$ cat config.mk
export PLATFORM = sky130hd
export DESIGN_NAME = scan_addr_gen_flat
export DESIGN_NICKNAME = d
export VERILOG_FILES = /design/src/rtl/scan_pkg.sv /design/src/rtl/scan_addr_gen_if.sv /design/src/rtl/scan_addr_gen_dwell_timer.sv /design/src/rtl/scan_addr_gen.sv /design/src/flat_wrapper.sv
export SDC_FILE = /design/constraint.sdc
export NUM_CORES = 1
export LEC_CHECK = 0
export CAP_MARGIN = 15
export CORE_UTILIZATION = 54
export CTS_BUF_LIST = sky130_fd_sc_hd__clkbuf_8
export CTS_CLUSTER_DIAMETER = 100
export DETAILED_ROUTE_END_ITERATION = 8
export HOLD_SLACK_MARGIN = 0.15
export PLACE_DENSITY = 0.78
export SYNTH_ARGS = -nofsm -noshare
export SYNTH_HDL_FRONTEND = slang
export SYNTH_HIERARCHICAL = 1
export SYNTH_SLANG_ARGS = --single-unit
$ cat constraint.sdc
create_clock -name clk -period 2.1 [get_ports clk]
set_input_delay 0.42 -clock clk [delete_from_list [all_inputs] [get_ports clk]]
set_output_delay 0.42 -clock clk [all_outputs]
set_load 0.03 [all_outputs]
$ cat src/rtl/scan_pkg.sv
// Shared definitions for the scan address sequencer: FSM state encoding and
// direction codes used by the top and the bench.
package scan_pkg;

    typedef enum logic [1:0] {
        ST_IDLE = 2'd0,
        ST_RUN  = 2'd1,
        ST_HOLD = 2'd2
    } state_t;

    localparam logic DIR_UP   = 1'b0;
    localparam logic DIR_DOWN = 1'b1;

endpackage

$ cat src/rtl/scan_addr_gen_if.sv
// Control/status bundle between a scan controller (master) and the
// scan_addr_gen sequencer (slave).
interface scan_addr_gen_if #(
    parameter int ADDR_W  = 4,
    parameter int DWELL_W = 8
);
    logic               start;
    logic               stop;
    logic               pause;
    logic               dir;
    logic               loop;
    logic [ADDR_W-1:0]  first_addr;
    logic [ADDR_W-1:0]  last_addr;
    logic [DWELL_W-1:0] dwell;
    logic [ADDR_W-1:0]  addr;
    logic               addr_valid;
    logic               busy;
    logic               done;
    logic               wrap;

    modport master (
        output start, stop, pause, dir, loop, first_addr, last_addr, dwell,
        input  addr, addr_valid, busy, done, wrap
    );

    modport slave (
        input  start, stop, pause, dir, loop, first_addr, last_addr, dwell,
        output addr, addr_valid, busy, done, wrap
    );
endinterface

$ cat src/rtl/scan_addr_gen_dwell_timer.sv
// Dwell counter: counts enabled cycles, flags when the count reaches limit.
module dwell_timer #(
    parameter int DWELL_W = 8
) (
    input  logic               clk,
    input  logic               rst_n,
    input  logic               clr,
    input  logic               en,
    input  logic [DWELL_W-1:0] limit,
    output logic               expire
);
    logic [DWELL_W-1:0] count;

    // NOTE: sequential state uses non-blocking assignments so every flop
    // samples the pre-edge value of its neighbours.
    always_ff @(posedge clk or negedge rst_n) begin
        if (!rst_n)
            count <= '0;
        else if (clr)
            count <= '0;
        else if (en)
            count <= count + DWELL_W'(1);
    end

    assign expire = (count == limit);
endmodule

$ cat src/rtl/scan_addr_gen.sv
// Programmable 4-bit address sequencer feeding the downstream 4-to-16 decoder;
// steps [first..last] up or down with per-address dwell, loop, pause and abort.
module scan_addr_gen
    import scan_pkg::*;
#(
    parameter int ADDR_W  = 4,
    parameter int DWELL_W = 8
) (
    input  logic            clk,
    input  logic            rst_n,
    scan_addr_gen_if.slave  bus
);
    state_t             state;
    logic [ADDR_W-1:0]  addr_q;
    logic               valid_q, busy_q, done_q, wrap_q;

    logic               cfg_dir, cfg_loop;
    logic [ADDR_W-1:0]  cfg_first, cfg_last;
    logic [DWELL_W-1:0] cfg_dwell;

    logic               start_ok, run_ok, tmr_clr, tmr_en, tmr_expire;
    logic [ADDR_W-1:0]  addr_step;

    // NOTE: every always_comb output gets a default first so no path can
    // leave it unassigned and infer a latch.
    always_comb begin
        start_ok  = 1'b0;
        run_ok    = 1'b0;
        start_ok  = (state == ST_IDLE) && bus.start && !bus.stop;
        // HOLD with pause released behaves like RUN for that cycle.
        run_ok    = (state != ST_IDLE) && !bus.stop && !bus.pause;
        tmr_clr   = start_ok || (run_ok && tmr_expire);
        tmr_en    = run_ok && !tmr_expire;
        addr_step = (cfg_dir == DIR_UP) ? addr_q + ADDR_W'(1) : addr_q - ADDR_W'(1);
    end

    dwell_timer #(.DWELL_W(DWELL_W)) u_timer (
        .clk    (clk),
        .rst_n  (rst_n),
        .clr    (tmr_clr),
        .en     (tmr_en),
        .limit  (cfg_dwell),
        .expire (tmr_expire)
    );

    always_ff @(posedge clk or negedge rst_n) begin
        if (!rst_n) begin
            state     <= ST_IDLE;
            addr_q    <= '0;
            valid_q   <= 1'b0;
            busy_q    <= 1'b0;
            done_q    <= 1'b0;
            wrap_q    <= 1'b0;
            cfg_dir   <= 1'b0;
            cfg_loop  <= 1'b0;
            cfg_first <= '0;
            cfg_last  <= '0;
            cfg_dwell <= '0;
        end else begin
            done_q <= 1'b0;
            wrap_q <= 1'b0;
            case (state)
                ST_IDLE: begin
                    if (start_ok) begin
                        state     <= ST_RUN;
                        addr_q    <= bus.first_addr;
                        valid_q   <= 1'b1;
                        busy_q    <= 1'b1;
                        cfg_dir   <= bus.dir;
                        cfg_loop  <= bus.loop;
                        cfg_first <= bus.first_addr;
                        cfg_last  <= bus.last_addr;
                        cfg_dwell <= bus.dwell;
                    end
                end
                default: begin
                    if (bus.stop) begin
                        state   <= ST_IDLE;
                        valid_q <= 1'b0;
                        busy_q  <= 1'b0;
                    end else if (bus.pause) begin
                        state <= ST_HOLD;
                    end else begin
                        state <= ST_RUN;
                        if (tmr_expire) begin
                            if (addr_q != cfg_last) begin
                                addr_q <= addr_step;
                            end else if (cfg_loop) begin
                                addr_q <= cfg_first;
                                wrap_q <= 1'b1;
                            end else begin
                                state   <= ST_IDLE;
                                valid_q <= 1'b0;
                                busy_q  <= 1'b0;
                                done_q  <= 1'b1;
                            end
                        end
                    end
                end
            endcase
        end
    end

    assign bus.addr       = addr_q;
    assign bus.addr_valid = valid_q;
    assign bus.busy       = busy_q;
    assign bus.done       = done_q;
    assign bus.wrap       = wrap_q;
endmodule

$ cat src/flat_wrapper.sv
// flat-port wrapper written by rule: the top's interface ports become plain ports
module scan_addr_gen_flat import scan_pkg::*;
#(
    parameter int ADDR_W  = 4,
    parameter int DWELL_W = 8
)
  (clk, rst_n, bus_start, bus_stop, bus_pause, bus_dir, bus_loop, bus_first_addr, bus_last_addr, bus_dwell, bus_addr, bus_addr_valid, bus_busy, bus_done, bus_wrap);
  scan_addr_gen_if #(.ADDR_W(ADDR_W), .DWELL_W(DWELL_W)) bus_i ();
  input  logic clk;
  input  logic rst_n;
  input wire logic [$bits(bus_i.start)-1:0] bus_start;
  input wire logic [$bits(bus_i.stop)-1:0] bus_stop;
  input wire logic [$bits(bus_i.pause)-1:0] bus_pause;
  input wire logic [$bits(bus_i.dir)-1:0] bus_dir;
  input wire logic [$bits(bus_i.loop)-1:0] bus_loop;
  input wire logic [$bits(bus_i.first_addr)-1:0] bus_first_addr;
  input wire logic [$bits(bus_i.last_addr)-1:0] bus_last_addr;
  input wire logic [$bits(bus_i.dwell)-1:0] bus_dwell;
  output wire logic [$bits(bus_i.addr)-1:0] bus_addr;
  output wire logic [$bits(bus_i.addr_valid)-1:0] bus_addr_valid;
  output wire logic [$bits(bus_i.busy)-1:0] bus_busy;
  output wire logic [$bits(bus_i.done)-1:0] bus_done;
  output wire logic [$bits(bus_i.wrap)-1:0] bus_wrap;
  assign bus_i.start = bus_start;
  assign bus_i.stop = bus_stop;
  assign bus_i.pause = bus_pause;
  assign bus_i.dir = bus_dir;
  assign bus_i.loop = bus_loop;
  assign bus_i.first_addr = bus_first_addr;
  assign bus_i.last_addr = bus_last_addr;
  assign bus_i.dwell = bus_dwell;
  assign bus_addr = bus_i.addr;
  assign bus_addr_valid = bus_i.addr_valid;
  assign bus_busy = bus_i.busy;
  assign bus_done = bus_i.done;
  assign bus_wrap = bus_i.wrap;
  scan_addr_gen #(.ADDR_W(ADDR_W), .DWELL_W(DWELL_W)) u_core (.clk(clk), .rst_n(rst_n), .bus(bus_i));
endmodule
==> reports/metrics.cfg <==
[final_layout]
post-route-util_pct = 75.0
drive_gt1_share_pct = 29.1
fillCellCount = 225
final_common_cell = dfrtp_1
final_cells = 240
design_area_um2 = 2330
num_antenna_cells = 0
layout_common_cells = 32 x dfrtp_1, 30 x clkdlybuf4s50_1, 18 x mux2_2, 16 x buf_4, 15 x xnor2_1
nets = 222
area_growth_pct = 30.0

[floorplan]
initial_utilization_pct = 57.7
die_x_um = 59.6
rows = 20
die_height_um = 59.6
dieArea_um2 = 3550
io_pins = 31
coreArea_um2 = 3100

[placed_design]
dpl-instance-area_um2 = 2220
place_ws_ns = -0.0606
place_hpwl_um = 2800
port_buffers = 30
routabilityCongestion = 0.853
place_inst = 232

[sta]
setup_violations = 0
hold_violations = 0
slew_headroom_pct = 69.9
finalCritPeriodShare_pct = 97.0
setup_tns_ns = 0
period_needed_ns = 2.04
fmax_ghz = 0.491
skew_ns = 0.00781
fin_ws_ns = 0.0637
slew_viol_final = 0
worst_slew_pin_slew_ns = 0.451
hold_slack_ns = 0.524
rsz0062_at_grt = no

[clock_network]
cts_buffers = 5
clkTransAtPathRegs_ns = 0.07
root_buffer = clkbuf_8
postCtsSetupBuffers = 0
clock_latency_ns = 0.30
cts_hold_buf = 0
htreeDepth = 2
cts_resized = 0
clock_sinks = 35
ctsLongestPathBuffers = 2
tritoncts = yes

[yosys]
synth-adder-area-share_pct = 3.21
syn_nets = 176
synth_top_family_by_area = multiplexers
synth_area_leaders = dfrtp_1 49%, mux2_2 11%, xnor2_1 7.3%
synth_top_area_share_pct = 48.9
syn_avg_cell_area_um2 = 12.0
synth_seq_cells = 35
synth_cell_types = 37
synth-compound-area-share_pct = 10.5
ys_seq_area_share_pct = 48.9
netlist_instances = 149
synthXorXnorAreaFrac_pct = 9.71
synthMuxAreaShare_pct = 12.4
synthSimpleGateAreaFrac_pct = 12.1
synth_warnings = 6
synthesis.area_um2 = 1790
yosysTopAreaCell = dfrtp_1

[power]
p_leak_nw = 0.966
combinationalPowerShare_pct = 37.7
p_sw_share_pct = 35.2
switchingPower_mw = 0.811
clkPwrFrac_pct = 20.5
peakVddDrop_v = 0.000683
p_int_mw = 1.49
total_power_mw = 2.30
power.density_nw_per_um2 = 989
seqPwrFrac_pct = 41.8

[setup_path]
rr_startpoint = u_core/u_timer/count[0]$_DFFE_PN0P_
end_kind = flip-flop
path_class = flip-flop to flip-flop
reg2reg_to = u_core/u_timer/count[5]$_DFFE_PN0P_
crit_path_max_fanout = 5
reg2reg_slack_ns = 0.06
cp.required_ns = 2.32
startpoint_type = flip-flop
rr_worst_depth = 8
critPathArrivalTime_ns = 2.25

[job]
maxCapViolCount = 0

[global_route]
grt_pass1_vias = 1422
grt_max_degree = 36
antenna_found_initial = 0
grt_pass1_wl_um = 6310
track_usage_pct = 25.1
overflow = 0

[worst_hold_path]
min_to = u_core/cfg_first[3]$_DFFE_PN0P_
min_path_type = flip-flop to flip-flop
hold_path.startpoint = u_core/cfg_first[3]$_DFFE_PN0P_
hold_path_depth = 1

[detailed_routing]
drc = 0
drt_first_iter_violations = 60
first_pass_iters = 4
routed_wirelength_um = 3840
vias_per_cell = 5.49
vias = 1318
ant_nets = 0
wl_per_cell_um = 16.0

[run_status]
status = complete, no violations

## cell families (layout without fill, tap and decap cells)
kind of cell | count (synthesis) | in the layout
XOR/XNOR | 19 | 19
multiplexers | 20 | 20
adder cells (fa/ha/maj) | 4 | 4
AND/OR/NAND/NOR | 36 | 36
AO/OA/AOI/OAI | 24 | 24
buffers and inverters | 11 | 58
flip-flops | 35 | 35
## registers in the layout, summed over array words and instances (netlist names)
name and count:
u_core/bus.addr 4, u_core/bus.busy 1, u_core/bus.done 1, u_core/bus.wrap 1
u_core/cfg_dir 1, u_core/cfg_dwell 8, u_core/cfg_first 4, u_core/cfg_last 4
u_core/cfg_loop 1, u_core/state 2, u_core/u_timer/count 8
## how the worst max path moves through the flow
| stage | from | to | slack, ns | cells past startpoint |
|---|---|---|---|---|
| 2_1_floorplan | u_core/u_timer/count[2]$_DFFE_PN0P_ | u_core/u_timer/count[6]$_DFFE_PN0P_ | 0.15 | 9 |
| 3_3_place_gp | bus_stop | u_core/u_timer/count[5]$_DFFE_PN0P_ | 0.03 | 6 |
| 3_5_place_dp | bus_stop | u_core/u_timer/count[5]$_DFFE_PN0P_ | -0.06 | 6 |
| 4_1_cts | u_core/u_timer/count[2]$_DFFE_PN0P_ | u_core/u_timer/count[5]$_DFFE_PN0P_ | 0.04 | 8 |
| 5_1_grt | u_core/u_timer/count[1]$_DFFE_PN0P_ | u_core/u_timer/count[6]$_DFFE_PN0P_ | 0.008 | 7 |
| 6_report | u_core/u_timer/count[0]$_DFFE_PN0P_ | u_core/u_timer/count[5]$_DFFE_PN0P_ | 0.06 | 8 |
## per-layer routing
layer  GRT usage (%)  vias up  wire length [um]
met5               0        -                 0
met4            9.63        0                82
met3            7.42        9               172
met2            42.1       33              1980
met1            30.5      658              1600
li1                -      618                 -
## Yosys cell counts (all sizes together)
cell / instances
dfrtp: 35
mux2: 18
xnor2: 16
nor2: 10
nand2: 7
nand4: 6
a21oi: 5
buf: 5
o21ai: 5
inv: 4
nor3: 4
a211oi: 3
a21o: 3
ha: 3
or3: 3
xor2: 3
clkbuf: 2
mux2i: 2
nor4: 2
a22oi: 1
a311o: 1
a31o: 1
fa: 1
nor3b: 1
nor4b: 1
o2111ai: 1
o211ai: 1
o21ba: 1
o22a: 1
o31ai: 1
or2: 1
or3b: 1
## power by group through the flow
stage / combinational (mW) / sequential, mW / clock, mW
floorplan: 0.526 / 1.01 / 0
global placement: 0.825 / 0.961 / 0
detailed placement: 0.853 / 0.970 / 0
CTS: 0.864 / 0.960 / 0.483
global route: 0.935 / 0.982 / 0.517
finish: 0.868 / 0.961 / 0.471
## layout make-up
| class | instances | area (um^2) | area share, % |
|---|---|---|---|
| multi-input cells | 103 | 872 | 37.5 |
| clock buffers | 5 | 68.8 | 2.96 |
| flip-flops and latches | 35 | 880 | 37.8 |
| repair buffers | 46 | 420 | 18.1 |
| clock inverters | 3 | 16.3 | 0.699 |
| inverters | 4 | 15.0 | 0.645 |
| well taps | 44 | 55.1 | 2.37 |
## critical path, stage by stage (launching register included)
cell and delay (ns):
dfrtp_1 0.45, xnor2_1 0.16, nand4_1 0.16, nor2_4 0.08
nor4_2 0.26, buf_4 0.17, nand4_1 0.12, or3_1 0.38
a21oi_1 0.18
Note: power is estimated with default switching activity, not from simulation.
